===== src/rtl/invaders_irq_gen.sv =====
// Space Invaders video timing and RST 1/RST 2 interrupt source for the i8080.
// Optional miss counter: define INVADERS_IRQ_MISS_CNT_EN to add miss_count.
module invaders_irq_gen #(
  parameter int H_TOTAL     = 320,
  parameter int V_TOTAL     = 262,
  parameter int MID_LINE    = 96,
  parameter int VBLANK_LINE = 224,
  parameter int CLK_DIV     = 4
) (
  input  logic       clk,
  input  logic       rst,
  input  logic       inte,
  input  logic       inta,
  output logic       int_req,
  output logic [7:0] data_out,
  output logic       data_oe,
  output logic [8:0] hcount,
  output logic [8:0] vcount,
  output logic       vblank
`ifdef INVADERS_IRQ_MISS_CNT_EN
  ,
  output logic [7:0] miss_count
`endif
);

  localparam int DW = (CLK_DIV > 1) ? $clog2(CLK_DIV) : 1;
  localparam logic [DW-1:0] DIV_MAX = DW'(CLK_DIV - 1);
  localparam logic [8:0] H_MAX = 9'(H_TOTAL - 1);
  localparam logic [8:0] V_MAX = 9'(V_TOTAL - 1);
  localparam logic [8:0] MID_V = 9'(MID_LINE);
  localparam logic [8:0] VB_V  = 9'(VBLANK_LINE);
  localparam logic [7:0] OP_RST1 = 8'hCF;
  localparam logic [7:0] OP_RST2 = 8'hD7;

  typedef enum logic {
    IDLE,
    ACK
  } state_t;

  logic [DW-1:0] div_q;
  logic          tick;
  logic          h_wrap;
  logic [8:0]    h_next;
  logic [8:0]    v_next;
  logic          ev1;
  logic          ev2;
  logic          pend1;
  logic          pend2;
  logic          set1;
  logic          set2;
  logic          clr1;
  logic          clr2;
  logic          inta_q;
  logic          inta_rise;
  state_t        state_q;
  state_t        state_d;
  logic          sel_q;
  logic          sel_d;
  logic [7:0]    dout_d;
  logic          doe_d;

  assign tick   = (div_q == DIV_MAX);
  assign h_wrap = (hcount == H_MAX);
  assign h_next = h_wrap ? 9'd0 : hcount + 9'd1;

  always_comb begin
    v_next = vcount;
    if (h_wrap) begin
      v_next = (vcount == V_MAX) ? 9'd0 : vcount + 9'd1;
    end
  end

  assign ev1 = tick && (h_next == 9'd0) && (v_next == MID_V);
  assign ev2 = tick && (h_next == 9'd0) && (v_next == VB_V);

  always_ff @(posedge clk) begin
    if (rst) begin
      div_q <= '0;
    end else if (tick) begin
      div_q <= '0;
    end else begin
      div_q <= div_q + 1'b1;
    end
  end

  always_ff @(posedge clk) begin
    if (rst) begin
      hcount <= 9'd0;
      vcount <= 9'd0;
      vblank <= 1'b0;
    end else if (tick) begin
      hcount <= h_next;
      vcount <= v_next;
      vblank <= (v_next >= VB_V);
    end
  end

  // A bit being cleared this edge can be re-armed by a fresh event.
  assign set1 = ev1 && inte && (!pend1 || clr1);
  assign set2 = ev2 && inte && (!pend2 || clr2);

  always_ff @(posedge clk) begin
    if (rst) begin
      pend1   <= 1'b0;
      pend2   <= 1'b0;
      int_req <= 1'b0;
    end else begin
      pend1   <= (pend1 && !clr1) || set1;
      pend2   <= (pend2 && !clr2) || set2;
      int_req <= pend1 || pend2;
    end
  end

  assign inta_rise = inta && !inta_q;

  always_comb begin
    state_d = state_q;
    sel_d   = sel_q;
    dout_d  = data_out;
    doe_d   = data_oe;
    clr1    = 1'b0;
    clr2    = 1'b0;
    unique case (state_q)
      IDLE: begin
        if (inta_rise && int_req) begin
          sel_d   = pend2;
          dout_d  = pend2 ? OP_RST2 : OP_RST1;
          doe_d   = 1'b1;
          state_d = ACK;
        end
      end
      ACK: begin
        if (!inta) begin
          clr1    = !sel_q;
          clr2    = sel_q;
          dout_d  = 8'h00;
          doe_d   = 1'b0;
          state_d = IDLE;
        end
      end
    endcase
  end

  always_ff @(posedge clk) begin
    if (rst) begin
      state_q  <= IDLE;
      sel_q    <= 1'b0;
      data_out <= 8'h00;
      data_oe  <= 1'b0;
      inta_q   <= 1'b0;
    end else begin
      state_q  <= state_d;
      sel_q    <= sel_d;
      data_out <= dout_d;
      data_oe  <= doe_d;
      inta_q   <= inta;
    end
  end

`ifdef INVADERS_IRQ_MISS_CNT_EN
  logic drop1;
  logic drop2;

  assign drop1 = ev1 && !set1;
  assign drop2 = ev2 && !set2;

  always_ff @(posedge clk) begin
    if (rst) begin
      miss_count <= 8'h00;
    end else if ((drop1 || drop2) && (miss_count != 8'hFF)) begin
      miss_count <= miss_count + 8'd1;
    end
  end
`endif

endmodule


===== config.mk =====
export PLATFORM = sky130hd
export DESIGN_NAME = invaders_irq_gen
export DESIGN_NICKNAME = d
export VERILOG_FILES = /design/src/rtl/invaders_irq_gen.sv
export SDC_FILE = /design/constraint.sdc
export NUM_CORES = 1
export LEC_CHECK = 0
export BUFFER_PORTS_ARGS = -buffer_cell sky130_fd_sc_hd__buf_2
export CAP_MARGIN = 15
export CORE_MARGIN = 10
export CORE_UTILIZATION = 50
export DETAILED_ROUTE_END_ITERATION = 10
export GPL_TIMING_DRIVEN = 0
export PLACE_DENSITY = 0.76
export SLEW_MARGIN = 20
export SYNTH_ARGS = -nofsm -noshare
export SYNTH_HDL_FRONTEND = slang
export SYNTH_SLANG_ARGS = --single-unit
export TNS_END_PERCENT = 20

===== constraint.sdc =====
create_clock -name clk -period 1.9 [get_ports clk]
set_input_delay 0.095 -clock clk [delete_from_list [all_inputs] [get_ports clk]]
set_output_delay 0.095 -clock clk [all_outputs]
set_load 0.02 [all_outputs]

### Word level (Yosys, flattened, before mapping)

Cells that the tools add are included.

* input port bits: 4
* register bits after elaboration: 36
* output and inout port bits: 29

* bitwise gates (word level): 1
* equality and inequality tests: 7
* $lt $le $gt $ge: 1
* reduce and logical (&&, ||, !) cells: 26
* muxes and demuxes: 17
* add/sub/neg operators: 3

Operators with widths (number)
* $mux 9: 3
* $add 9x1->9 const B: 2
* $eq 9x9->1 const B: 2
* $mux 8: 2
* $pmux 8 s2: 1
* $logic_and 1x1->1: 11
* $eq 9x7->1 const B: 1
* $eq 9x8->1 const B: 1
* $ge 9x8->1 const B: 1
* $logic_not 9->1: 1
* $mux 1: 8
* $logic_not 1->1: 6
* $logic_or 1x1->1: 5
* $mux 5: 1
* $ne 2x2->1 const B: 2
* $pmux 1 s2: 2
* $reduce_and 2->1: 2
* $add 2x1->2 const B: 1
* $eq 2x2->1 const B: 1
* $reduce_or 2->1: 1
* $not 1->1: 1

### Logic depth before layout (Yosys ltp)

Gate-level depths: netlist of run 1.

* depth in word-level cells: 8
* mapped depth: 8

### Worst setup path before layout of run 1

No wires, ideal clock.

* path type: reg-to-reg
* start point: reg hcount[0]
* end point: reg pend1
* period minus slack after synthesis: 2.108 ns
* path buffers: 1
* cell stages (with the launch flop): 9
* library setup time: 0.069 ns
* arrival time: 2.039 ns
* data required time: 1.831 ns
* path slack: -0.208 ns
* cells stage by stage: dfxtp_1 ha_1 buf_2 and4bb_1 nand3_4 o32ai_1 and4_1 nand4_1 o21ai_1

* word-level cells in the longest chain between the ends: 8

Ends and longest elaborated chain
* start, declared: line 17 `output logic [8:0] hcount,`
* start signal, assigned: line 92 `hcount <= h_next;`
* $add 9x1->9 or $eq 9x9->1 (tied branches): line 64, 63
* $mux 9: line 64 `assign h_next = h_wrap ? 9'd0 : hcount + 9'd1;`
* $logic_not 9->1: line 73 `assign ev1 = tick && (h_next == 9'd0) && (v_next == MID_V);`
* $logic_and 1x1->1: line 73
* $logic_and 1x1->1 (*): line 73
* $logic_and 1x1->1 (*) (2 in a row): line 99 `assign set1 = ev1 && inte && (!pend1 || clr1);`
* $logic_or 1x1->1 (*): line 108 `pend1 <= (pend1 && !clr1) || set1;`
* end signal, assigned: line 108
* end, declared: line 47 `logic pend1;`

Every way passes the cells marked *; elsewhere a longest branch is shown, timed or not.
A chain may end at the register's enable or synchronous reset.

### Worst setup path in the final report of run 1

* start point: reg hcount[1]
* end point: reg pend1

Same word-level chain as after synthesis.

==> out/qor.yml, run 1 <==
outcome:
  status: "finished, final reports clean"
yosys:
  synthArstFlopShare_pct: 0
  ys_warn_count: 0
  synth_top_area_cell: "dfxtp_1"
  yosysSeqAreaShare_pct: 33.5
  ys_ff_latch: 30
  netlist_instances: 223
  netlist_top_cells_area: "dfxtp_1, nor2_1, a21oi_1"
  syn_area_sq_um: 1790
  synth_flop_cell: "dfxtp_1"
  synth_area_per_cell_sq_um: 8.03
  synth_top_area_share_pct: 33.5
  synth_cell_types: 55
  syn_nets: 232
  synth_enable_flop_cells: 0
final_layout:
  antenna_cells: 0
  ff_latch_area_sq_um: 619
  layout_commonest_cell: "buf_2"
  syn2layout_area_growth_pct: 30.7
  layout_common_cells: "buf_2, nor2_1, dfxtp_1, buf_4, a21oi_1"
  final_nets: 281
  fill_cells: 285
  multi_input_area_sq_um: 1180
  drive_gt1_share_pct: 35.5
  fin_util_pct: 69.1
sta:
  fin_skew_ns: 0.0122
  period_needed_ns: 1.86
  fin_ws_ns: 0.0421
  fin_crit_sh_pct: 97.8
  worst_pin_slew_ns: 0.551
  slew-limit-headroom_pct: 63.3
  drv_slew: 0
  rsz0062_at_grt: "true"
  final-hold-violation-count: 0
  clock.fmax_mhz: 538
  hold_ws_ns: 0.0203
  setup_viol: 0
floorplan:
  die-width_um: 79.9
  pin_count: 33
  rows: 21
  die_h_um: 79.9
  start_util_pct: 52.9
  die-area_sq_um: 6380
  core_sq_um: 3390
global_routing:
  antenna_found_initial: 0
  grtUsageTotal_pct: 15.9
  grt_pass1_wl_mm: 8.42
  overflow: 0
  grt_pass1_vias: 1748
  grt_max_degree: 11
critical_path:
  crit_buf_inv: 0
  required_ns: 2.16
  worstPathArrival_ns: 2.12
  crit_path_max_fanout: 5
  cp_top_family: "compound AO/OA/AOI/OAI gates"
  critical_path.cell_chain: "ha_4 -> and4bb_2 -> nand3_4 -> o21a_1 -> a2111oi_4 -> nand4_1 -> o21ai_1"
  crit_slowest_cell: "dfxtp_4"
  cpPeakStageDelay_ns: 0.37
  crit_type: "reg -> reg"
  setup.worst_path.start_class: "register"
  end_kind: "register"
clocking:
  cts_buffers: 5
  clk_pin_slew_ns: 0.09
  root_buffer: "clkbuf_4"
  clock_latency_ns: 0.33
  ctsHoldBuffers: 0
  clk_path_buf_depth: 2
  cts_sinks: 30
  cts_tree: "built"
  htree_levels: 2
power_and_ir_drop:
  p_sw_share_pct: 25.7
  power_switching_uw: 295
  internal-power_uw: 853
  leakage_nw: 0.944
  power_density_nw_per_um2: 490
  clock_power_share_pct: 35.0
  p_seq_share_pct: 56.8
  vdd_drop_max_v: 0.000378
  finalPower_mw: 1.15
  comb_power_share_pct: 8.2
route:
  vias_per_cell: 5.85
  antenna_left: 0
  dr.pass1.iters: 5
  wl_per_cell_um: 15.8
  drtIter0Drc: 198
  route.detailed.drc: 0
  vias: 1865
  routed_wl_mm: 5.04
flow_run:
  maxCapViolCount: 0
worst_hold_path:
  hold_class: "in -> reg"
placed_design:
  pre_cts_slack_ns: -0.206
  io_buffers: 31
  finalWeightedCongestion: 0.908
  hpwl_mm: 3.25
## worst register-to-register path, cell delays in order (launching register included)
cell,delay [ns]
dfxtp_4,0.37
ha_4,0.18
and4bb_2,0.29
nand3_4,0.12
o21a_1,0.24
a2111oi_4,0.29
nand4_1,0.16
o21ai_1,0.15
## power by group through the flow
stage / clock (mW) / sequential (mW) / combinational [mW]
floorplan: 0 / 0.677 / 0.0470
global placement: 0 / 0.670 / 0.0807
detailed placement: 0 / 0.670 / 0.0824
CTS: 0.410 / 0.651 / 0.0885
global route: 0.432 / 0.654 / 0.105
finish: 0.402 / 0.652 / 0.0947
## worst paths after layout
check | end | slack, ns | from | cells after the start
hold reg to reg | div_q[0] | 0.44 | div_q[0] | 1
setup reg to reg | pend1 | 0.04 | hcount[1] | 7
hold / removal | inta_q | 0.02 | inta | 2
setup / recovery | pend1 | 0.04 | hcount[1] | 7
## flip-flops by register name (all words and copies together), names as in the netlist
| signal | flops |
|---|---|
| pend1 | 1 |
| state_q | 1 |
| int_req | 1 |
| sel_q | 1 |
| data_out | 3 |
| hcount | 9 |
| vblank | 1 |
| inta_q | 1 |
| pend2 | 1 |
| vcount | 9 |
| div_q | 2 |
## synthesized netlist by cell type (all sizes together), types with 2 or more instances
cell type / instances
a31oi: 6
mux2i: 2
nand2b: 4
a22oi: 2
dfxtp: 30
a211oi: 4
nor3b: 3
and2: 2
nand2: 17
o31a: 2
xor2: 4
nand3: 8
and4bb: 2
xnor2: 2
or3: 2
nor2: 28
and3: 2
clkbuf: 7
nor2b: 3
buf: 14
o31ai: 2
o21ai: 11
ha: 5
a21oi: 20
inv: 7
nand4b: 3
nor3: 8
nand4: 4
nand4bb: 2
a21o: 2
## cells by family after synthesis
logic type	after synthesis	share of synthesized area, %
buffers and inverters	28	8.10
other	1	0.209
AOI/OAI and AO/OA	59	21.2
xor gates and xnor gates	6	2.93
and+or+nand+nor	92	29.4
adders and majority gates	5	3.49
muxes	2	1.12
DFF	30	33.5
## layout make-up
type	instances	share of cell area (%)
multi-input cells	165	50.5
flip-flops and latches	30	26.4
repair buffers	45	11.8
plain buffers	18	5.13
well taps	46	2.46
clock buffers	7	2.35
inverters	7	1.12
clock inverters	1	0.214
## routing by layer
metal  vias up  part of all wire, %  GRT usage (%)
met4         0                  2.2           4.58
met2        85                   48           26.1
met1       872                   42           19.9
li1        893                    -              -
met3        15                  7.3           4.17
met5         -                    0              0
## through the flow
step | setup TNS, ns | std cells | instance area (sq um)
2_1_floorplan | 0 | 223 | 1810
3_3_place_gp | -0.982 | 300 | 2020
3_5_place_dp | -1.07 | 300 | 2020
4_1_cts | 0 | 319 | 2270
5_1_grt | -0.188 | 319 | 2340
6_report | 0 | 319 | 2340
## what timing repair did
action / CTS / global route
buffers inserted: 12 / 2
gates resized for setup: 18 / 23
pin swaps: 10 / 11
endpoints found under the setup margin: 9 / 11
gates cloned: 0 / 0
No activity file was read; power rests on OpenSTA's default activity.
==> run 2, diff against run 1 <==
--- a/config.mk
+++ b/config.mk
@@ -5,6 +5,7 @@
 export SDC_FILE = /design/constraint.sdc
 export NUM_CORES = 1
 export LEC_CHECK = 0
+export ABC_AREA = 1
 export BUFFER_PORTS_ARGS = -buffer_cell sky130_fd_sc_hd__buf_2
 export CAP_MARGIN = 15
 export CORE_MARGIN = 10
==> run 2 against run 1 <==
Critical path depth grew 5. Combinational power decreased by 2.9%. Global-route usage down 1.4 points.
==> out/qor.yml, run 2 <==
outcome:
  status: "finished, final reports clean"
floorplan:
  die-area_sq_um: 6350  # -0.46%
  rows: 21  # unchanged
  pin_count: 33  # unchanged
  start_util_pct: 52.5  # -0.33 points
  core_sq_um: 3390  # unchanged
  die_h_um: 79.7  # -0.23%
  die-width_um: 79.7  # -0.23%
critical_path:
  end_kind: "register"
  r2r-start: "hcount[1]"
  crit_type: "reg -> reg"
  worstPathArrival_ns: 2.16  # +0.04 ns
  crit_path_max_fanout: 7  # +2
  required_ns: 2.18  # +0.02 ns
  cpPeakStageDelay_ns: 0.40  # +0.03 ns
  critical_path.cell_chain: "ha_4 -> nand2_4 -> nor2_4 -> nand2_4 -> nor2_8 -> clkbuf_16 -> nor2_2 -> nor2_4 -> nand2_2 -> nor2_4 -> nand3_2 -> a21oi_2"
  crit_slowest_cell: "dfxtp_4"
  r2r_end: "pend1"
  setup.worst_path.start_class: "register"
  crit_top_cell: "nor2_4"
  r2r_slack_ns: 0.03  # -0.02 ns
  ff2ff_path_depth: 12  # +5
yosys:
  synth_cell_types: 32  # -42%
  synthMuxAreaShare_pct: 0  # -1.1 points
  yosysMostFrequentCell: "nand2_1"
  ys_warn_count: 0  # unchanged
  synth_compound_area_share_pct: 10.3  # -11 points
  synth_enable_flop_cells: 0  # unchanged
  synth-simple-area-share_pct: 40.8  # +11 points
  synth_flop_cell: "dfxtp_1"
  synth_top_area_cell: "dfxtp_1"
  synth_top_area_share_pct: 33.7  # +0.21 points
  ys_ff_latch: 30  # unchanged
  yosysSeqAreaShare_pct: 33.7  # +0.21 points
  syn_area_sq_um: 1780  # -0.63%
  synth_top_family_by_area: "simple AND/OR/NAND/NOR gates"
  syn_nets: 269  # +16%
  synth_area_per_cell_sq_um: 6.85  # -15%
  synthArstFlopShare_pct: 0  # unchanged
  netlist_top_cells_area: "dfxtp_1, nand2_1, nand3_1"
  netlist_instances: 260  # +17%
  synthTopCellsByCount: "nand2_1, nor2_1, dfxtp_1, inv_1, nand3_1"
  synth_xor_area_share_pct: 0  # -2.9 points
  synth_fa_ha_area_share_pct: 3.51  # +0.022 points
route:
  antenna_left: 0  # unchanged
  wl_per_cell_um: 13.1  # -17%
  drtIter0Drc: 78  # -61%
  routed_wl_mm: 4.59  # -8.8%
  dr.pass1.iters: 7  # +2
  route.detailed.drc: 0  # unchanged
  vias: 1791  # -4.0%
  vias_per_cell: 5.10  # -13%
clocking:
  clock_latency_ns: 0.34  # about the same
  root_buffer: "clkbuf_4"
  cts_tree: "built"
  clk_pin_slew_ns: 0.10  # about the same
  cts_sinks: 30  # unchanged
  cts_buffers: 5  # unchanged
  htree_levels: 2  # unchanged
  clk_path_buf_depth: 2  # unchanged
final_layout:
  layout_common_cells: "nand2_1, buf_2, inv_1, dfxtp_1, nor2_1"
  syn2layout_area_growth_pct: 27.2
  antenna_cells: 0  # unchanged
  final_nets: 313  # +11%
  layout_commonest_cell: "nand2_1"
  reg.largest.list: "hcount: 9 flops, vcount: 9 flops, data_out: 3 flops"
  drive_gt1_share_pct: 31.1  # -4.4 points
  fin_util_pct: 66.8  # -2.3 points
power_and_ir_drop:
  leakage_nw: 1.05  # +12%
  vdd_drop_max_v: 0.000408  # +7.8%
  power_density_nw_per_um2: 635  # +30%
global_routing:
  grt_pass1_vias: 1677  # -4.1%
  grt_use_met3_pct: 5.41  # +1.2 points
  grt_pass1_wl_mm: 7.50  # -11%
  grt_max_degree: 11  # unchanged
  grt_util_met1_pct: 17.1  # -2.8 points
  grtUsageTotal_pct: 14.5  # -1.4 points
  use_met2_pct: 23.6  # -2.4 points
  overflow: 0  # unchanged
  busiest_layer: "met2"
  antenna_found_initial: 0  # unchanged
flow_run:
  maxCapViolCount: 0  # unchanged
sta:
  fin_crit_sh_pct: 98.6  # +0.84 points
  setup_viol: 0  # unchanged
  fin_ws_ns: 0.0262  # -0.0159 ns
  slew-limit-headroom_pct: 64.4  # +1.1 points
  setup_tns_ns: 0  # unchanged
  final-hold-violation-count: 0  # unchanged
  worst_pin_slew_ns: 0.535  # -0.0162 ns
  rsz0062_at_grt: "true"
  clock.fmax_mhz: 534  # -0.85%
  drv_slew: 0  # unchanged
  fin_skew_ns: 0.00544  # -0.00674 ns
  period_needed_ns: 1.87  # +0.0159 ns
worst_hold_path:
  min_to: "int_req"
  hp-start: "rst"
  hold_path_depth: 2  # unchanged
  hold_class: "in -> reg"
placed_design:
  pre_cts_slack_ns: -0.0310  # +0.175 ns
  hpwl_mm: 3.21  # -1.2%
  io_buffers: 30  # -3.2%
  finalWeightedCongestion: 0.898  # -1.2%
[run 2: area by class of cell]
class	count	area (sq um)
Buffer	11	81.3
Tap cell	46	57.6
Sequential cell	30	609
Clock buffer	6	51.3
Inverter	33	124
Clock inverter	2	60.1
Multi-Input combinational cell	186	1060
Fill cell	307	1120
Timing Repair Buffer	37	223
[run 2: through the flow]
step                      instances  area (sq um)  power [mW]  hold slack [ns]
after floorplan                 260          1780       0.726            0.214
after global placement          336          1990       0.753            0.348
after detailed placement        336          1990       0.754            0.354
after CTS                       345          2110        1.44            0.102
after global routing            351          2260        1.48            0.135
final                           351          2260        1.44            0.115
[run 2: logic make-up after synthesis]
group           after synthesis
buf+inv                      44
compound gates               33
fa+ha+maj                     5
other cells                   1
simple gates                147
flops                        30
[run 2: where the power goes]
group | switching, mW | internal, mW
Combinational | 0.0628 | 0.0291
Sequential | 0.0115 | 0.641
Clock | 0.249 | 0.446
[run 2: how the worst max path moves through the flow]
stage / from / endpoint / cells after the start
floorplan: hcount[1] / pend2 / 12
global placement: hcount[0] / pend1 / 12
detailed placement: hcount[0] / pend2 / 12
CTS: hcount[0] / pend2 / 12
global route: hcount[1] / pend1 / 12
finish: hcount[1] / pend1 / 12
[run 2: what timing repair did]
| item | 4_1_cts | 5_1_grt |
|---|---|---|
| setup endpoints to repair | 2 | 6 |
| hold buffers | 1 | 0 |
| gates cloned | 0 | 1 |
| gates resized for setup | 3 | 24 |
| buffers inserted | 0 | 5 |
| pin swaps | 0 | 15 |
| hold endpoints to repair | 1 | 0 |
[run 2: critical path, delay by kind of cell (launching register included)]
family | cells | cell delay, ns
AND/OR/NAND/NOR | 9 | 0.94
flip-flops | 1 | 0.40
buffers and inverters | 1 | 0.18
adder cells (fa/ha/maj) | 1 | 0.17
AO/OA/AOI/OAI | 1 | 0.13
[run 2: per-layer routing]
| metal | share of wire, % | vias to the layer above | wire, um |
|---|---|---|---|
| li1 | - | 924 | - |
| met1 | 43 | 799 | 2000 |
| met2 | 47 | 59 | 2150 |
| met3 | 7.8 | 9 | 360 |
| met4 | 1.9 | 0 | 85 |
| met5 | 0 | - | 0 |
